### src/rtl/bp_update_queue_pkg.sv
// Shared types for branch-resolution records passed from execute
// to the branch history table update path.
package bp_update_queue_pkg;

    typedef logic [31:0] addr_t;

    typedef struct packed {
        addr_t pc;
        addr_t dest;
        logic  taken;
        logic  pred_hit;
        logic  pred_taken;
        addr_t pred_dest;
    } bp_update_t;

    function automatic logic is_mispredict(input bp_update_t r);
        return (r.pred_taken != r.taken)
            || (r.taken && !r.pred_hit)
            || (r.taken && (r.pred_dest != r.dest));
    endfunction

endpackage

### src/rtl/bp_fifo.sv
// Generic synchronous FIFO; head entry is read combinationally,
// no write-through bypass.
module bp_fifo #(
    parameter int  DEPTH = 4,
    parameter type T     = logic
) (
    input  logic clk,
    input  logic reset,
    input  logic push,
    input  logic pop,
    input  T     wdata,
    output T     rdata,
    output logic full,
    output logic empty
);

    localparam int AW = $clog2(DEPTH);
    localparam int CW = AW + 1;

    logic [AW-1:0] rd_ptr;
    logic [AW-1:0] wr_ptr;
    logic [CW-1:0] count;
    T              mem [DEPTH];

    always_ff @(posedge clk) begin
        if (reset) begin
            rd_ptr <= '0;
            wr_ptr <= '0;
            count  <= '0;
        end else begin
            if (push)
                wr_ptr <= wr_ptr + AW'(1);
            if (pop)
                rd_ptr <= rd_ptr + AW'(1);
            if (push && !pop)
                count <= count + CW'(1);
            else if (!push && pop)
                count <= count - CW'(1);
        end
    end

    // Payload storage is never cleared; validity lives in count.
    always_ff @(posedge clk) begin
        if (push)
            mem[wr_ptr] <= wdata;
    end

    assign rdata = mem[rd_ptr];
    assign full  = (count == CW'(DEPTH));
    assign empty = (count == '0);

endmodule

### src/rtl/bp_update_queue.sv
// Decouples resolved branches from the BHT update port and keeps
// drained-branch and misprediction statistics.
module bp_update_queue
    import bp_update_queue_pkg::*;
#(
    parameter int DEPTH = 4
) (
    input  logic        clk,
    input  logic        reset,
    input  logic        in_valid,
    output logic        in_ready,
    input  addr_t       in_pc,
    input  addr_t       in_dest,
    input  logic        in_taken,
    input  logic        in_pred_hit,
    input  logic        in_pred_taken,
    input  addr_t       in_pred_dest,
    output logic        out_write,
    input  logic        out_ready,
    output addr_t       out_pc,
    output addr_t       out_dest,
    output logic        out_taken,
    output logic        out_mispredict,
    output logic        empty,
    output logic [31:0] branch_count,
    output logic [31:0] mispredict_count
);

    bp_update_t in_rec;
    bp_update_t head;
    logic       full;
    logic       push;
    logic       pop;

    assign in_rec = '{
        pc:         in_pc,
        dest:       in_dest,
        taken:      in_taken,
        pred_hit:   in_pred_hit,
        pred_taken: in_pred_taken,
        pred_dest:  in_pred_dest
    };

    assign out_write = !reset && !empty;
    assign pop       = out_write && out_ready;
    assign in_ready  = !reset && (!full || pop);
    assign push      = in_valid && in_ready;

    bp_fifo #(
        .DEPTH (DEPTH),
        .T     (bp_update_t)
    ) u_fifo (
        .clk   (clk),
        .reset (reset),
        .push  (push),
        .pop   (pop),
        .wdata (in_rec),
        .rdata (head),
        .full  (full),
        .empty (empty)
    );

    assign out_pc         = head.pc;
    assign out_dest       = head.dest;
    assign out_taken      = head.taken;
    assign out_mispredict = out_write && is_mispredict(head);

    always_ff @(posedge clk) begin
        if (reset) begin
            branch_count     <= '0;
            mispredict_count <= '0;
        end else if (pop) begin
            branch_count     <= branch_count + 32'd1;
            mispredict_count <= mispredict_count + 32'(out_mispredict);
        end
    end

endmodule

### config.mk
export PLATFORM = sky130hd
export DESIGN_NAME = bp_update_queue
export DESIGN_NICKNAME = d
export VERILOG_FILES = /design/src/rtl/bp_update_queue_pkg.sv /design/src/rtl/bp_fifo.sv /design/src/rtl/bp_update_queue.sv
export SDC_FILE = /design/constraint.sdc
export NUM_CORES = 1
export LEC_CHECK = 0
export CAP_MARGIN = 10
export CORE_UTILIZATION = 59
export CTS_CLUSTER_SIZE = 14
export DETAILED_ROUTE_END_ITERATION = 10
export PLACE_DENSITY_LB_ADDON = 0.08
export SLEW_MARGIN = 20
export SYNTH_ARGS = -nofsm -noshare
export SYNTH_HDL_FRONTEND = slang
export SYNTH_SLANG_ARGS = --single-unit
### constraint.sdc
create_clock -name clk -period 7.81 [get_ports clk]
set_clock_uncertainty 0.15 [all_clocks]
set_input_delay 0.781 -clock clk [delete_from_list [all_inputs] [get_ports clk]]
set_output_delay 0.781 -clock clk [all_outputs]
set_load 0.01 [all_outputs]
==> metrics.cfg, run 1 <==
[outcome]
outcome = finished, final reports clean

[clocking]
clkTransAtPathRegs_ps = 60
cts_tree = yes
insertion_delay_ps = 560
post-cts-setup-buffers = 0
clockBufferDepth = 3
cts-resized-gates = 0
cts_buffers = 46
htreeDepth = 2
cts_sinks = 469
cts-root-buf = clkbuf_16
cts_hold_buffers = 0

[grt]
antenna_found_initial = 3
grt_first_pass_wirelength_mm = 52.4
grt_pass1_vias = 9382
grt_util_all_layers_pct = 22.2
grt_max_degree = 73
grt-ovfl-total = 0

[placed_design]
dp_hpwl_mm = 20.7
gp_congestion = 0.814
place_inst = 1544
portBuffers = 235

[setup_path]
endpoint_kind = output pin
cp_data_arrival_time_ps = 4090
cp.required_ps = 6880
critical_path_class = flop to output pin
reg2regPathDepth = 13
r2r_slack_ps = 3190
cp_max_fo = 34
r2r-end = mispredict_count[28]
cp-start-kind = flop

[power_and_ir_drop]
p_leak_nw = 7.03
total_power_mw = 5.61
pwr_density_cell_mw_per_mm2 = 253
peakVddDrop_uv = 207

[die]
die_w_um = 177
fp-row-count = 63
die_y_um = 177
initial_core_util_pct = 60.4
coreArea_mm2 = 0.0298
boundaryPins = 236
die-area_mm2 = 0.0312

[finish]
final_common_cell = edfxtp_1
stdcell_count = 1633
areaGrowthSynthToFinish_pct = 23.4
layout-drive-gt1-share_pct = 15.4
fin_nets = 1315
num-fill-cells = 1775
layout_common_cells = edfxtp_1 (396), clkdlybuf4s50_1 (234), mux4_2 (99), dfxtp_1 (71), nor2_1 (55)

[synth]
avgSynthCellArea_um2 = 19.0
yosys-mux-area-fraction_pct = 12.4
synth_fp_nets = 1059
synth_area_mm2 = 0.0180
synth-edff-count = 396
synth_seq_cells = 469
synth_seq_area_share_pct = 74.2
synth.distinct_cells = 43
synth-xor-area-share_pct = 3.94
synth_compound_area_share_pct = 1.18
yosys.area_share.simple_pct = 6.21
synthFlopType = edfxtp_1
synth_top_family_by_area = multiplexers
synthAdderAreaFrac_pct = 0.667
async_reset_ff_share_pct = 0
synthCells = 947
ys.warnings.count = 0

[routing]
viasPerCell = 5.72
drc = 0
routed_wl_mm = 34.2
ant_nets = 0
vias = 9339
routedWlPerCell_um = 20.9
dr.pass1.iters = 5
first_iter_violations = 756

[sta]
period_share_pct = 64.3
setup-violations-final = 0
hold_viol_final = 0
worst_pin_slew_ps = 997
relSlewSlack_pct = 33.6
fin_tns_setup_ps = 0
drv_slew = 0
rsz0062_at_grt = no
fmax_mhz = 199
fin_crit_ps = 5020

[min_path]
whs_path_depth = 2
hold-path-endpoint = mispredict_count[0]
min_from = mispredict_count[0]
hold_class = flop to flop

[job]
maxCapViolations = 0

-- sequential cells by signal (all words and copies together), names as in the netlist, named ones only --
signal            flops
branch_count         32
mispredict_count     32
u_fifo.count          3
u_fifo.mem          396
u_fifo.rd_ptr         2
u_fifo.wr_ptr         2
-- where the power goes --
part           total, mW  switching, mW  internal, mW
clock network       2.13          0.898          1.23
logic              0.646          0.297         0.350
registers           2.84         0.0387          2.80
total               5.61           1.23          4.38
-- routing by layer --
metal  wire [um]  global-route usage (%)  vias up
li1            -                       -     4291
met1       14600                    31.7     4702
met2       16500                    34.7      282
met3        2290                    5.09       62
met4         883                    6.86        2
met5          13                       0        -
-- stage by stage --
stage / instance area (um2) / worst slack (ps) / utilization [%] / hold WS, ps
final: 22200 / 2790 / 74.6 / 343
after global routing: 22200 / 2470 / 74.6 / 362
after CTS: 22200 / 2420 / 74.5 / 347
after detailed placement: 20700 / 2890 / 69.6 / 337
after global placement: 20700 / 2970 / 69.6 / 323
after floorplan: 18000 / 3530 / - / 311
-- cell usage after synthesis (all sizes together), types with 2 or more instances --
cell type	number	area share (%)
xnor2	43	2.1
nor4	10	0.55
dfxtp	73	8.1
mux4	99	12
nor2	55	1.1
ha	8	0.56
clkbuf	15	0.31
and3	14	0.49
nand3	21	0.58
a21oi	19	0.53
inv	13	0.27
nor3	10	0.31
nand2	23	0.48
or4	3	0.15
buf	21	0.76
o21ai	22	0.61
and2	4	0.14
or3	20	0.70
edfxtp	396	66
and4	9	0.47
nand4	22	0.93
nor3b	2	0.14
xor2	38	1.8
-- how the worst max path moves through the flow --
stage                from                   end  cells after the start
detailed placement   flop  mispredict_count[28]                     12
finish               flop        out_mispredict                      8
global placement     flop  mispredict_count[28]                     12
global route         flop        out_mispredict                      8
CTS                  flop        out_mispredict                      7
floorplan           reset      u_fifo.mem[0][0]                      3
-- kinds of logic after synthesis --
family,after synthesis
AOI/OAI and AO/OA,42
xor gates and xnor gates,81
adders and majority gates,9
buffers and inverters,50
DFF,469
muxes,100
and+or+nand+nor,196
-- worst max-delay path, stage by stage (launching register included) --
cell and delay (ps):
dfxtp_4 650, buf_16 290, buf_4 590, mux4_2 610, xnor2_1 190, nand4_1 160
nor4_2 290, a21oi_1 160, clkdlybuf4s50_1 540
-- layout make-up --
cell class / instances / area, um2 / area share (%)
sequential: 469 / 13400 / 60.1
multi-input combinational: 428 / 4420 / 19.9
timing repair buffer: 244 / 2430 / 11.0
clock buffer: 68 / 1310 / 5.88
tap: 390 / 488 / 2.20
clock inverter: 18 / 151 / 0.681
inverter: 14 / 52.6 / 0.237
antenna: 2 / 5.00 / 0.0225
Note: power is estimated with default switching activity, not from simulation.
==> run 2: changes to the inputs <==
--- a/config.mk
+++ b/config.mk
@@ -6,7 +6,7 @@
 export NUM_CORES = 1
 export LEC_CHECK = 0
 export CAP_MARGIN = 10
-export CORE_UTILIZATION = 59
+export CORE_UTILIZATION = 50
 export CTS_CLUSTER_SIZE = 14
 export DETAILED_ROUTE_END_ITERATION = 10
 export PLACE_DENSITY_LB_ADDON = 0.08
==> constraint.sdc (replaced) <==
create_clock -name clk -period 4.3 [get_ports clk]
set_clock_uncertainty 0.15 [all_clocks]
set_input_delay 0.43 -clock clk [delete_from_list [all_inputs] [get_ports clk]]
set_output_delay 0.43 -clock clk [all_outputs]
set_load 0.01 [all_outputs]
==> metrics.cfg, run 2 (synthesis results as in run 1) <==
[placed_design]
gp_congestion = 0.778  ; -4.4%
dpl_cell_area_mm2 = 0.0211  ; +1.8%
preCtsSetupSlack_ps = 246  ; -2640 ps
portBuffers = 235  ; unchanged
place_inst = 1634  ; +5.8%
dp_hpwl_mm = 22.7  ; +9.9%

[power_and_ir_drop]
p_leak_nw = 7.19  ; +2.3%
pwr_density_cell_mw_per_mm2 = 457  ; +81%
total_power_mw = 10.3  ; +84%
peakVddDrop_uv = 353  ; +70%

[finish]
top_regs = u_fifo.mem x396, branch_count x32, mispredict_count x32
layout-drive-gt1-share_pct = 17.0  ; +1.6 points
fin_nets = 1336  ; +1.6%
largest_reg_flops = 396  ; unchanged
num-fill-cells = 2588  ; +46%
stdcell_area_mm2 = 0.0226  ; +1.8%
layout_common_cells = edfxtp_1 (396), clkdlybuf4s50_1 (233), mux4_2 (99), dfxtp_1 (71), nor2_1 (55)
final_core_util_pct = 63.8  ; -11 points
areaGrowthSynthToFinish_pct = 25.7
regMostFlops = u_fifo.mem
stdcell_count = 1723  ; +5.5%
final_common_cell = edfxtp_1

[clocking]
cts-root-buf = clkbuf_16
insertion_delay_ps = 570  ; about the same
cts_buffers = 49  ; +6.5%
clkTransAtPathRegs_ps = 60  ; about the same
clockBufferDepth = 3  ; unchanged
cts_sinks = 469  ; unchanged
cts_hold_buffers = 0  ; unchanged
cts_tree = yes
htreeDepth = 2  ; unchanged
post-cts-setup-buffers = 0  ; unchanged

[sta]
rsz0062_at_grt = no
setup-violations-final = 0  ; unchanged
fin_crit_ps = 3980
setup_ws_ps = 318  ; -2470 ps
relSlewSlack_pct = 57.9  ; +24 points
worst_pin_slew_ps = 631  ; -365 ps
whs_ps = 62.6  ; -280 ps
fmax_mhz = 251
drv_slew = 0  ; unchanged
hold_viol_final = 0  ; unchanged
fin_tns_setup_ps = 0  ; unchanged
period_share_pct = 92.6

[die]
boundaryPins = 236  ; unchanged
die_y_um = 192  ; +8.5%
initial_core_util_pct = 50.7  ; -9.7 points
fp-row-count = 69  ; +9.5%
die-area_mm2 = 0.0368  ; +18%
die_w_um = 192  ; +8.5%
coreArea_mm2 = 0.0355  ; +19%

[setup_path]
endpoint_kind = flop
cp_max_fo = 12  ; -65%
critPathSlowestCell = mux4_2
cp-start-kind = flop
max_stage_delay_ps = 560  ; -90 ps
path_cells = buf_12 -> buf_4 -> mux4_2 -> xnor2_1 -> nand3_1 -> nor4_2 -> a21oi_1 -> ha_1 -> ha_1 -> and3_1 -> nand4_1 -> or3_1 -> a21oi_1
critical_path_class = flop to flop
cp.required_ps = 4650  ; -2230 ps
cp_data_arrival_time_ps = 4330  ; +240 ps

[grt]
grt_first_pass_wirelength_mm = 54.2  ; +3.4%
grt_max_degree = 61  ; -16%
grt_pass1_vias = 9545  ; +1.7%
grt-ovfl-total = 0  ; unchanged
antenna_found_initial = 4  ; +1
grt_util_all_layers_pct = 19.7  ; -2.5 points

[routing]
dr.pass1.iters = 6  ; +1
first_iter_violations = 585  ; -23%
viasPerCell = 5.43  ; -5.1%
routedWlPerCell_um = 20.5  ; -2.1%
vias = 9351  ; +0.13%
drc = 0  ; unchanged
routed_wl_mm = 35.3  ; +3.3%
ant_nets = 0  ; unchanged

[min_path]
hold_class = input port to flop

[outcome]
outcome = finished, final reports clean

[job]
maxCapViolations = 0  ; unchanged

-- run 2: final cells by class --
| type | instances | area (um2) | area share (%) |
|---|---|---|---|
| well taps | 461 | 577 | 2.55 |
| inverters | 14 | 52.6 | 0.232 |
| flip-flops and latches | 469 | 13400 | 59.1 |
| repair buffers | 262 | 2690 | 11.9 |
| multi-input cells | 428 | 4430 | 19.6 |
| clock buffers | 67 | 1390 | 6.13 |
| diodes | 2 | 5.00 | 0.0221 |
| clock inverters | 20 | 118 | 0.520 |
-- run 2: worst max-delay path: cells and delay by family, from the launching register on --
kind | cells | cell delay (ps)
adders and majority gates | 2 | 450
xor gates and xnor gates | 1 | 160
DFF | 1 | 450
and+or+nand+nor | 5 | 1240
AOI/OAI and AO/OA | 2 | 430
muxes | 1 | 560
buffers and inverters | 2 | 460
-- run 2: worst paths after layout --
| check | startpoint | to | slack [ps] | cells after the start |
|---|---|---|---|---|
| max | flop | mispredict_count[28] | 320 | 13 |
| min | reset | u_fifo.wr_ptr[0] | 60 | 2 |
| max reg2reg | flop | mispredict_count[28] | 320 | 13 |
| min reg2reg | mispredict_count[0] | mispredict_count[0] | 340 | 2 |
-- run 2: report_power, final --
group          switching (mW)  leakage, nW  internal, mW  total (mW)
Combinational           0.577         2.27         0.676        1.25
Sequential             0.0511         4.19          5.09        5.14
Clock                    1.64        0.740          2.30        3.94
-- run 2: per-layer routing --
metal / routed length (um) / global-route usage [%]
met1: 15400 / 26.6
met3: 2400 / 5.55
met5: 27 / 0
met4: 691 / 6.20
met2: 16800 / 31.1
-- run 2: what timing repair did --
action                     CTS  global route
resized for setup            2             1
gates cloned                 0             0
setup endpoints to repair    1             2
pin swaps                    0             0
